File: src/rtl/pulse_gen_channel_if.sv
// Bridge-to-channel bundle for one step/PWM pulse-generator channel.
// The bridge (master) drives the controls; the channel (slave) returns status.
interface pulse_gen_channel_if #(
    parameter int unsigned CNT_W = 24
);
    logic [31:0]      freq;
    logic [32:0]      pnum;
    logic             start;
    logic             stop;
    logic             limit;
    logic             pulse_out;
    logic             busy;
    logic [CNT_W-1:0] pnumcnt;
    logic             done;

    modport master (
        output freq, pnum, start, stop, limit,
        input  pulse_out, busy, pnumcnt, done
    );

    modport slave (
        input  freq, pnum, start, stop, limit,
        output pulse_out, busy, pnumcnt, done
    );
endinterface

File: src/rtl/pulse_gen_channel.sv
// One step/PWM pulse-generator channel: emits 50% duty pulses of half-period
// max(freq, MIN_HALF), counts them, and stops at the target or on stop/limit.
module pulse_gen_channel #(
    parameter int unsigned CNT_W    = 24,
    parameter int unsigned MIN_HALF = 2
) (
    input  logic              clk100m,
    input  logic              rst_n,
    pulse_gen_channel_if.slave bus
);
    localparam int unsigned FREQ_W = 32;

    typedef enum logic [1:0] {
        IDLE = 2'd0,
        HIGH = 2'd1,
        LOW  = 2'd2
    } state_t;

    state_t            state;
    logic [FREQ_W-1:0] half_q;
    logic [FREQ_W-1:0] phase_q;
    logic [CNT_W-1:0]  target_q;
    logic [CNT_W-1:0]  pnumcnt_q;
    logic              pulse_q;
    logic              busy_q;
    logic              done_q;

    logic [FREQ_W-1:0] h_next;
    logic [CNT_W-1:0]  cnt_inc;
    logic              abort;
    logic              start_ok;

    // Half-period clamped to the minimum; sampled only at each HIGH entry.
    assign h_next   = (bus.freq < FREQ_W'(MIN_HALF)) ? FREQ_W'(MIN_HALF) : bus.freq;
    assign cnt_inc  = pnumcnt_q + CNT_W'(1);
    assign abort    = bus.stop | bus.limit;
    assign start_ok = bus.start & ~bus.stop & ~bus.limit;

    generate
        if (CNT_W < 32) begin : g_pnum_hi
            logic unused_pnum_hi;
            assign unused_pnum_hi = ^bus.pnum[31:CNT_W];
        end
    endgenerate

    always_ff @(posedge clk100m or negedge rst_n) begin
        if (!rst_n) begin
            state     <= IDLE;
            half_q    <= '0;
            phase_q   <= '0;
            target_q  <= '0;
            pnumcnt_q <= '0;
            pulse_q   <= 1'b0;
            busy_q    <= 1'b0;
            done_q    <= 1'b0;
        end else begin
            done_q <= 1'b0;
            unique case (state)
                IDLE: begin
                    if (bus.pnum[32]) begin
                        target_q <= bus.pnum[CNT_W-1:0];
                    end
                    if (start_ok) begin
                        state     <= HIGH;
                        pulse_q   <= 1'b1;
                        busy_q    <= 1'b1;
                        pnumcnt_q <= '0;
                        phase_q   <= FREQ_W'(1);
                        half_q    <= h_next;
                    end
                end
                HIGH: begin
                    if (abort) begin
                        state   <= IDLE;
                        pulse_q <= 1'b0;
                        busy_q  <= 1'b0;
                        done_q  <= 1'b1;
                    end else if (phase_q == half_q) begin
                        // Pulse completes here; counting happens only for full HIGH phases.
                        pnumcnt_q <= cnt_inc;
                        pulse_q   <= 1'b0;
                        if (target_q != '0 && cnt_inc == target_q) begin
                            state  <= IDLE;
                            busy_q <= 1'b0;
                            done_q <= 1'b1;
                        end else begin
                            state   <= LOW;
                            phase_q <= FREQ_W'(1);
                        end
                    end else begin
                        phase_q <= phase_q + FREQ_W'(1);
                    end
                end
                LOW: begin
                    if (abort) begin
                        state   <= IDLE;
                        pulse_q <= 1'b0;
                        busy_q  <= 1'b0;
                        done_q  <= 1'b1;
                    end else if (phase_q == half_q) begin
                        state   <= HIGH;
                        pulse_q <= 1'b1;
                        phase_q <= FREQ_W'(1);
                        half_q  <= h_next;
                    end else begin
                        phase_q <= phase_q + FREQ_W'(1);
                    end
                end
                default: begin
                    state   <= IDLE;
                    pulse_q <= 1'b0;
                    busy_q  <= 1'b0;
                end
            endcase
        end
    end

    assign bus.pulse_out = pulse_q;
    assign bus.busy      = busy_q;
    assign bus.pnumcnt   = pnumcnt_q;
    assign bus.done      = done_q;
endmodule

File: src/flat_wrapper.sv
// flat-port wrapper written by rule: the top's interface ports become plain ports
module pulse_gen_channel_flat 
#(
    parameter int unsigned CNT_W    = 24,
    parameter int unsigned MIN_HALF = 2
)
  (clk100m, rst_n, bus_freq, bus_pnum, bus_start, bus_stop, bus_limit, bus_pulse_out, bus_busy, bus_pnumcnt, bus_done);
  pulse_gen_channel_if #(.CNT_W(CNT_W)) bus_i ();
  input  logic clk100m;
  input  logic rst_n;
  input wire logic [$bits(bus_i.freq)-1:0] bus_freq;
  input wire logic [$bits(bus_i.pnum)-1:0] bus_pnum;
  input wire logic [$bits(bus_i.start)-1:0] bus_start;
  input wire logic [$bits(bus_i.stop)-1:0] bus_stop;
  input wire logic [$bits(bus_i.limit)-1:0] bus_limit;
  output wire logic [$bits(bus_i.pulse_out)-1:0] bus_pulse_out;
  output wire logic [$bits(bus_i.busy)-1:0] bus_busy;
  output wire logic [$bits(bus_i.pnumcnt)-1:0] bus_pnumcnt;
  output wire logic [$bits(bus_i.done)-1:0] bus_done;
  assign bus_i.freq = bus_freq;
  assign bus_i.pnum = bus_pnum;
  assign bus_i.start = bus_start;
  assign bus_i.stop = bus_stop;
  assign bus_i.limit = bus_limit;
  assign bus_pulse_out = bus_i.pulse_out;
  assign bus_busy = bus_i.busy;
  assign bus_pnumcnt = bus_i.pnumcnt;
  assign bus_done = bus_i.done;
  pulse_gen_channel #(.CNT_W(CNT_W), .MIN_HALF(MIN_HALF)) u_core (.clk100m(clk100m), .rst_n(rst_n), .bus(bus_i));
endmodule
File: config.mk
export PLATFORM = sky130hd
export DESIGN_NAME = pulse_gen_channel_flat
export DESIGN_NICKNAME = d
export VERILOG_FILES = /design/src/rtl/pulse_gen_channel_if.sv /design/src/rtl/pulse_gen_channel.sv /design/src/flat_wrapper.sv
export SDC_FILE = /design/constraint.sdc
export NUM_CORES = 1
export LEC_CHECK = 0
export CAP_MARGIN = 20
export CORE_UTILIZATION = 30
export CTS_CLUSTER_SIZE = 10
export DETAILED_ROUTE_END_ITERATION = 6
export HOLD_SLACK_MARGIN = 0.12
export MAX_ROUTING_LAYER = met4
export SYNTH_ARGS = -nofsm -noshare
export SYNTH_HDL_FRONTEND = slang
export SYNTH_SLANG_ARGS = --single-unit
File: constraint.sdc
create_clock -name clk100m -period 3.9 [get_ports clk100m]
set_clock_uncertainty 0.1 [all_clocks]
set_input_delay 0.78 -clock clk100m [delete_from_list [all_inputs] [get_ports clk100m]]
set_output_delay 0.78 -clock clk100m [all_outputs]
set_load 0.1 [all_outputs]
==> metrics.md <==
| Metric | Value |
|---|---|
| Post-CTS Setup Bufs | 0 |
| CTS buffer count | 17 |
| H-tree depth | 4 |
| Storage cell area | 2930 um^2 |
| Min-Delay Path Class | in2async |
| Commonest cells after routing, fill and taps aside | dfrtp_1, clkdlybuf4s50_1, a21oi_1 |
| I/O Buffers | 88 |
| DP Area | 8080 um^2 |
| Total negative setup slack | 0 ns |
| Global-route wire length before repair | 30.3 mm |
| Post-synthesis cell type count | 58 |
| Slew Limit Fails | 0 |
| Achievable frequency | 293 MHz |
| CTS resizes | 0 |
| Die Span X | 153 um |
| VDD IR max | 350 uV |
| Average wire per standard cell | 17.4 um |
| Initial antenna violation count | 0 |
| Largest net degree at the start of global routing | 67 |
| Area of the core | 22,000 um^2 |
| Clock root buffer | clkbuf_16 |
| Inserted Diodes | 0 |
| Die H | 153 um |
| Mapped Cells | 687 |
| Die area | 23,300 um^2 |
| Asr flop ratio synth | 1.00 |
| Yosys reg bits | 117 |
| Hold Buf Count CTS | 0 |
| Hold Vio Cnt, Final | 0 |
| IO Count | 97 |
| Final nets | 853 |
| Vias in the first global route | 5,410 |
| Delay of the slowest critical-path stage | 0.57 ns |
| CTS tree | built |
| Fillers | 2,170 |
| Leakage | 3.37 nW |
| Worst-path fanout max | 32 |
| CP cell instances | nand4_4 > or3_4 > a2111oi_2 > o21ai_1 > or4_4 > nor4_4 > nand2_4 > buf_12 > a41oi_1 |
| # setup viols final | 0 |
| Critical path class | reg2reg |
| Synth Flop Type | dfrtp_1 |
| Finished Cell Area | 8670 um^2 |
| DRC | 1 |
| Post-route clock period utilization | 0.875 |
| Final Critical Period | 3.41 ns |
| Layout area overhead | 27.3% |
| DP HPWL | 13.1 mm |
| Status | finished with violations |
| Number of synthesized flops with an enable pin | 0 |
| Congestion Overflow GR | 0 |
| Top cell family by delay on the critical path | simple AND/OR/NAND/NOR gates |
| Initial Util | 0.309 |
| Worst slew pin tran | 1.03 ns |
| Crit path DAT | 3.64 ns |
| Most common cell after layout, fill and taps aside | dfrtp_1 |
| DRT iter0 DRCs | 365 |
| CP Launch Type | flop |
| Clock sink count | 117 |
| Vias | 5,711 |
| Register area share after synthesis | 0.430 |
| YS warnings | 0 |
| Buffers and inverters on the worst path | 1 |
| Relative slew margins | 0.312 |
| Unrepaired setup endpoints after global routing | false |
| Worst path slowest cell | dfrtp_1 |
| Global Route Usage Sum | 0.170 |
| Mean Syn Cell Area | 9.91 um^2 |
| Layout cells sized above 1 | 0.178 |
| Row cnt | 54 |
| DRT Pass-1 Iters | 7 |
| CTS Buffer Depth | 2 |
| Netlist Area Pre-Place | 6810 um^2 |
| Clock Latency Late Sink | 0.42 ns |
| Clock Pin Slew Worst Setup and Hold Paths | 0.06 ns |
| PwrDens | 662 nW/um^2 |
| CP required | 4.13 ns |
| Number of max-cap violations | 0 |
| Drt total wl | 18.6 mm |
| Area of the multi-input gates | 3670 um^2 |
| DR vias/cell | 5.34 |
| Antenna-violating nets left | 0 |
| Nature of the critical path endpoint | flop |
| Routability cong. | 0.860 |
| Syn Nets | 763 |
| Failing checks | DRC |
[path summary, 6_finish.rpt]
path                                                        start                                 end  slack [ns]  depth (start not counted)
worst max register to register  u_core.bus.pnumcnt[2]$_DFFE_PN0P_      u_core.phase_q[31]$_DFFE_PN0P_        0.49                          9
worst max-delay path            u_core.bus.pnumcnt[2]$_DFFE_PN0P_      u_core.phase_q[31]$_DFFE_PN0P_        0.49                          9
worst min register to register   u_core.bus.pulse_out$_DFFE_PN0P_    u_core.bus.pulse_out$_DFFE_PN0P_        0.40                          2
min in group clk100m             u_core.bus.pulse_out$_DFFE_PN0P_    u_core.bus.pulse_out$_DFFE_PN0P_        0.40                          2
max in group asynchronous                                   rst_n  u_core.bus.pnumcnt[14]$_DFFE_PN0P_        2.56                          2
worst min-delay path                                        rst_n       u_core.half_q[30]$_DFFE_PN0P_        0.35                          1
[flip-flops by register name, summed over array words and instances (netlist names)]
register,cells
u_core.bus.busy,1
u_core.bus.done,1
u_core.bus.pnumcnt,24
u_core.bus.pulse_out,1
u_core.half_q,32
u_core.phase_q,32
u_core.state,2
u_core.target_q,24
[Yosys cell counts (2+ instances only)]
| library cell | count | share of area |
|---|---|---|
| a211oi_1 | 3 | 0.0033 |
| clkbuf_1 | 33 | 0.018 |
| o31ai_1 | 20 | 0.022 |
| nand2_1 | 49 | 0.027 |
| xnor2_1 | 49 | 0.063 |
| nor2_1 | 35 | 0.019 |
| nand3b_1 | 3 | 0.0033 |
| buf_4 | 3 | 0.0033 |
| a21oi_1 | 55 | 0.040 |
| a41oi_2 | 14 | 0.033 |
| o21ai_1 | 2 | 0.0015 |
| inv_1 | 13 | 0.0072 |
| a31oi_1 | 8 | 0.0073 |
| and3_1 | 18 | 0.017 |
| nand2b_1 | 8 | 0.0073 |
| ha_1 | 6 | 0.011 |
| buf_2 | 3 | 0.0022 |
| and4_1 | 3 | 0.0039 |
| o41ai_1 | 3 | 0.0039 |
| xor2_1 | 18 | 0.023 |
| nor4_1 | 21 | 0.019 |
| nor2b_1 | 4 | 0.0037 |
| mux2_2 | 54 | 0.089 |
| nand3_1 | 29 | 0.021 |
| and2_1 | 4 | 0.0037 |
| o21ai_0 | 42 | 0.031 |
| nand4_1 | 22 | 0.020 |
| dfrtp_1 | 117 | 0.43 |
| nor3_1 | 6 | 0.0044 |
| a2bb2oi_1 | 2 | 0.0026 |
| a22o_1 | 2 | 0.0026 |
| buf_6 | 2 | 0.0033 |
| a41oi_1 | 10 | 0.013 |
| o211ai_1 | 2 | 0.0022 |
[metal layers]
layer	vias up	track usage	wire length (um)
li1	2731	-	-
met1	2828	0.234	8990
met2	137	0.254	8580
met3	15	0.0290	809
met4	0	0.0510	206
met5	-	-	0
[final cells by class]
type | instances | share of cell area
inverter | 14 | 0.00606
timing repair buffer | 112 | 0.124
clock buffer | 21 | 0.0542
sequential | 117 | 0.338
clock inverter | 11 | 0.0146
multi-input combinational | 515 | 0.424
tap | 280 | 0.0404
[cells by family after synthesis]
| logic type | count (synthesis) | synth area share |
|---|---|---|
| AO/OA/AOI/OAI | 171 | 0.175 |
| XOR/XNOR | 68 | 0.0885 |
| adder cells (fa/ha/maj) | 6 | 0.0110 |
| buffers and inverters | 55 | 0.0347 |
| flip-flops | 117 | 0.430 |
| multiplexers | 54 | 0.0893 |
| AND/OR/NAND/NOR | 216 | 0.172 |
[power breakdown]
part / total [mW] / internal (mW) / leakage [nW] / switching (mW)
combinational: 2.21 / 0.931 / 1.58 / 1.28
clock: 1.57 / 0.990 / 0.281 / 0.582
sequential: 1.96 / 1.57 / 1.50 / 0.385
total: 5.74 / 3.50 / 3.37 / 2.24
[per-stage QoR]
stage | power (mW) | util | std cells | setup WS (ns) | hold slack (ns)
final | 5.74 | 0.394 | 1070 | 0.489 | 0.347
after global routing | 6.07 | 0.394 | 1070 | 0.291 | 0.429
after CTS | 5.79 | 0.394 | 1070 | 0.479 | 0.400
after detailed placement | 4.19 | 0.367 | 1038 | 0.507 | 0.388
after global placement | 4.16 | 0.367 | 1038 | 0.541 | 0.379
after floorplan | 3.49 | - | 687 | 0.0778 | 0.384
[worst reg2reg max path: cells and delay by family (launching register included)]
| kind | cells | cell delay (ns) |
|---|---|---|
| DFF | 1 | 0.57 |
| and+or+nand+nor | 5 | 1.78 |
| buffers and inverters | 1 | 0.20 |
| AOI/OAI and AO/OA | 3 | 0.67 |
Power figures use the tool's default switching activity.
==> patch, RTL diff (config.mk and constraints unchanged) <==
Reset style: synchronous (`rst_n`), changed in one clocked block.
--- a/src/rtl/pulse_gen_channel.sv
+++ b/src/rtl/pulse_gen_channel.sv
@@ -44,5 +44,5 @@
     endgenerate
 
-    always_ff @(posedge clk100m or negedge rst_n) begin
+    always_ff @(posedge clk100m) begin
         if (!rst_n) begin
             state     <= IDLE;
Formal check against the unedited RTL: differs if rst_n is asserted again (counterexample within 4 cycles, from zero or initial values and one cycle with rst_n low); with rst_n held inactive, the same outputs for 10 cycles.
==> patch against the unedited design <==
- worst setup slack worse by 0.18 ns
- sequential share of layout area is 5.3 points lower
- non-clock buffer count is 3 lower
- count of clock-buffer cells in the layout is 3 lower
- sequential cell count stayed put
- area after synthesis is 3.1% lower
- critical path depth is 1 lower
- wire length is 4.4% higher
- final area is 5.1% lower
- first-iteration DRC count is 1.1% higher
Power is not compared: it rests on default switching activity, and its combinational part moved more than twofold at a synthesized area within 25%.
==> patch: results (changes against the unedited design) <==
[detailed_routing]
drt-met1-wl_um=8850  ; -1.5%
wl_met2_um=9110  ; +6.2%
detail_route.wirelength_um=19400  ; +4.4%
vias=6372  ; +12%

[placement]
dpl_cell_area_mm2=0.00770  ; -4.7%
gp_congestion=0.893  ; +3.9%
pre_cts_ws_ns=0.330  ; -0.176 ns
dpl.hpwl_um=13900  ; +5.8%

[synthesis]
avgSynthCellArea_um2=7.78  ; -22%
synth.distinct_cells=60  ; +3.4%
synthFlopType=dfxtp_1
synthTopCellsByCount=nand2_1, dfxtp_1, nor2_1
synth_area_leaders=dfxtp_1, nand2_1, xnor2_1
ys_seq_area_share_pct=35.5  ; -7.5 points

[grt]
grt_pass1_vias=6010  ; +11%
grt_use_met2_pct=29.2  ; +3.8 points
grt_pass1_wl_um=31200  ; +3.1%
grt_use_met1_pct=22.5  ; -0.85 points
grt_max_degree=43  ; -36%
grt_use_total_pct=18.2  ; +1.3 points
grt_use_met3_pct=3.42  ; +0.52 points

[status]
outcome=complete, no violations

[worst_setup_path]
rr_worst_depth=8  ; -1
crit_path_top_delay_cell=a21boi_4
r2r_start=u_core.bus.pnumcnt[1]
cp.arrival_ns=3.76  ; +0.12 ns
r2r_slack_ns=0.31  ; -0.18 ns

[layout]
final_nets=997  ; +17%

## patch: cell types whose count changed after synthesis, sizes merged, moves of 10 or more
cell,before,now
a41oi,24,2
mux2i,0,32
dfrtp,117,0
buf,8,21
a31oi,8,31
nor2,35,93
o31ai,20,3
mux2,54,0
a21boi,0,10
nand2,50,121
o21ai,44,55
dfxtp,0,117
## patch: worst min-delay path, stage by stage (launching register included)
cell and delay [ns]:
dfxtp_1 0.31, nand2_1 0.05, a21boi_0 0.07
## patch: logic make-up after synthesis
logic type               share of synthesized area (%)
adder cells (fa/ha/maj)                           1.14
buffers and inverters                             4.80
flip-flops                                        35.5
AO/OA/AOI/OAI                                     17.1
multiplexers                                      4.85
AND/OR/NAND/NOR                                   28.7
XOR/XNOR                                          7.96
## patch: final cells by class
cell class                 count  area, µm²
clock buffer                  18        429
sequential                   117       2340
tap                          275        344
clock inverter                14        106
timing repair buffer         109       1020
fill                        2167      13100
multi-input combinational    664       3950
inverter                      12       45.0
## patch: worst max-delay path by stage
| stage | startpoint | to | slack, ns | depth (start not counted) |
|---|---|---|---|---|
| global placement | bus_limit | u_core.phase_q[29] | 0.35 | 6 |
| detailed placement | bus_limit | u_core.phase_q[20] | 0.33 | 6 |
| finish | u_core.bus.pnumcnt[1] | u_core.phase_q[29] | 0.31 | 8 |
| floorplan | u_core.bus.pnumcnt[0] | u_core.phase_q[0] | 0.29 | 11 |
| global route | u_core.bus.pnumcnt[1] | u_core.phase_q[29] | 0.03 | 8 |
| CTS | u_core.bus.pnumcnt[1] | u_core.phase_q[15] | 0.31 | 8 |
## patch: report_power, final
| part | total (W) | switching (W) | internal (W) |
|---|---|---|---|
| logic | 0.000536 | 0.000321 | 0.000215 |
| registers | 0.00130 | 0.0000511 | 0.00124 |
| clock network | 0.00143 | 0.000613 | 0.000813 |
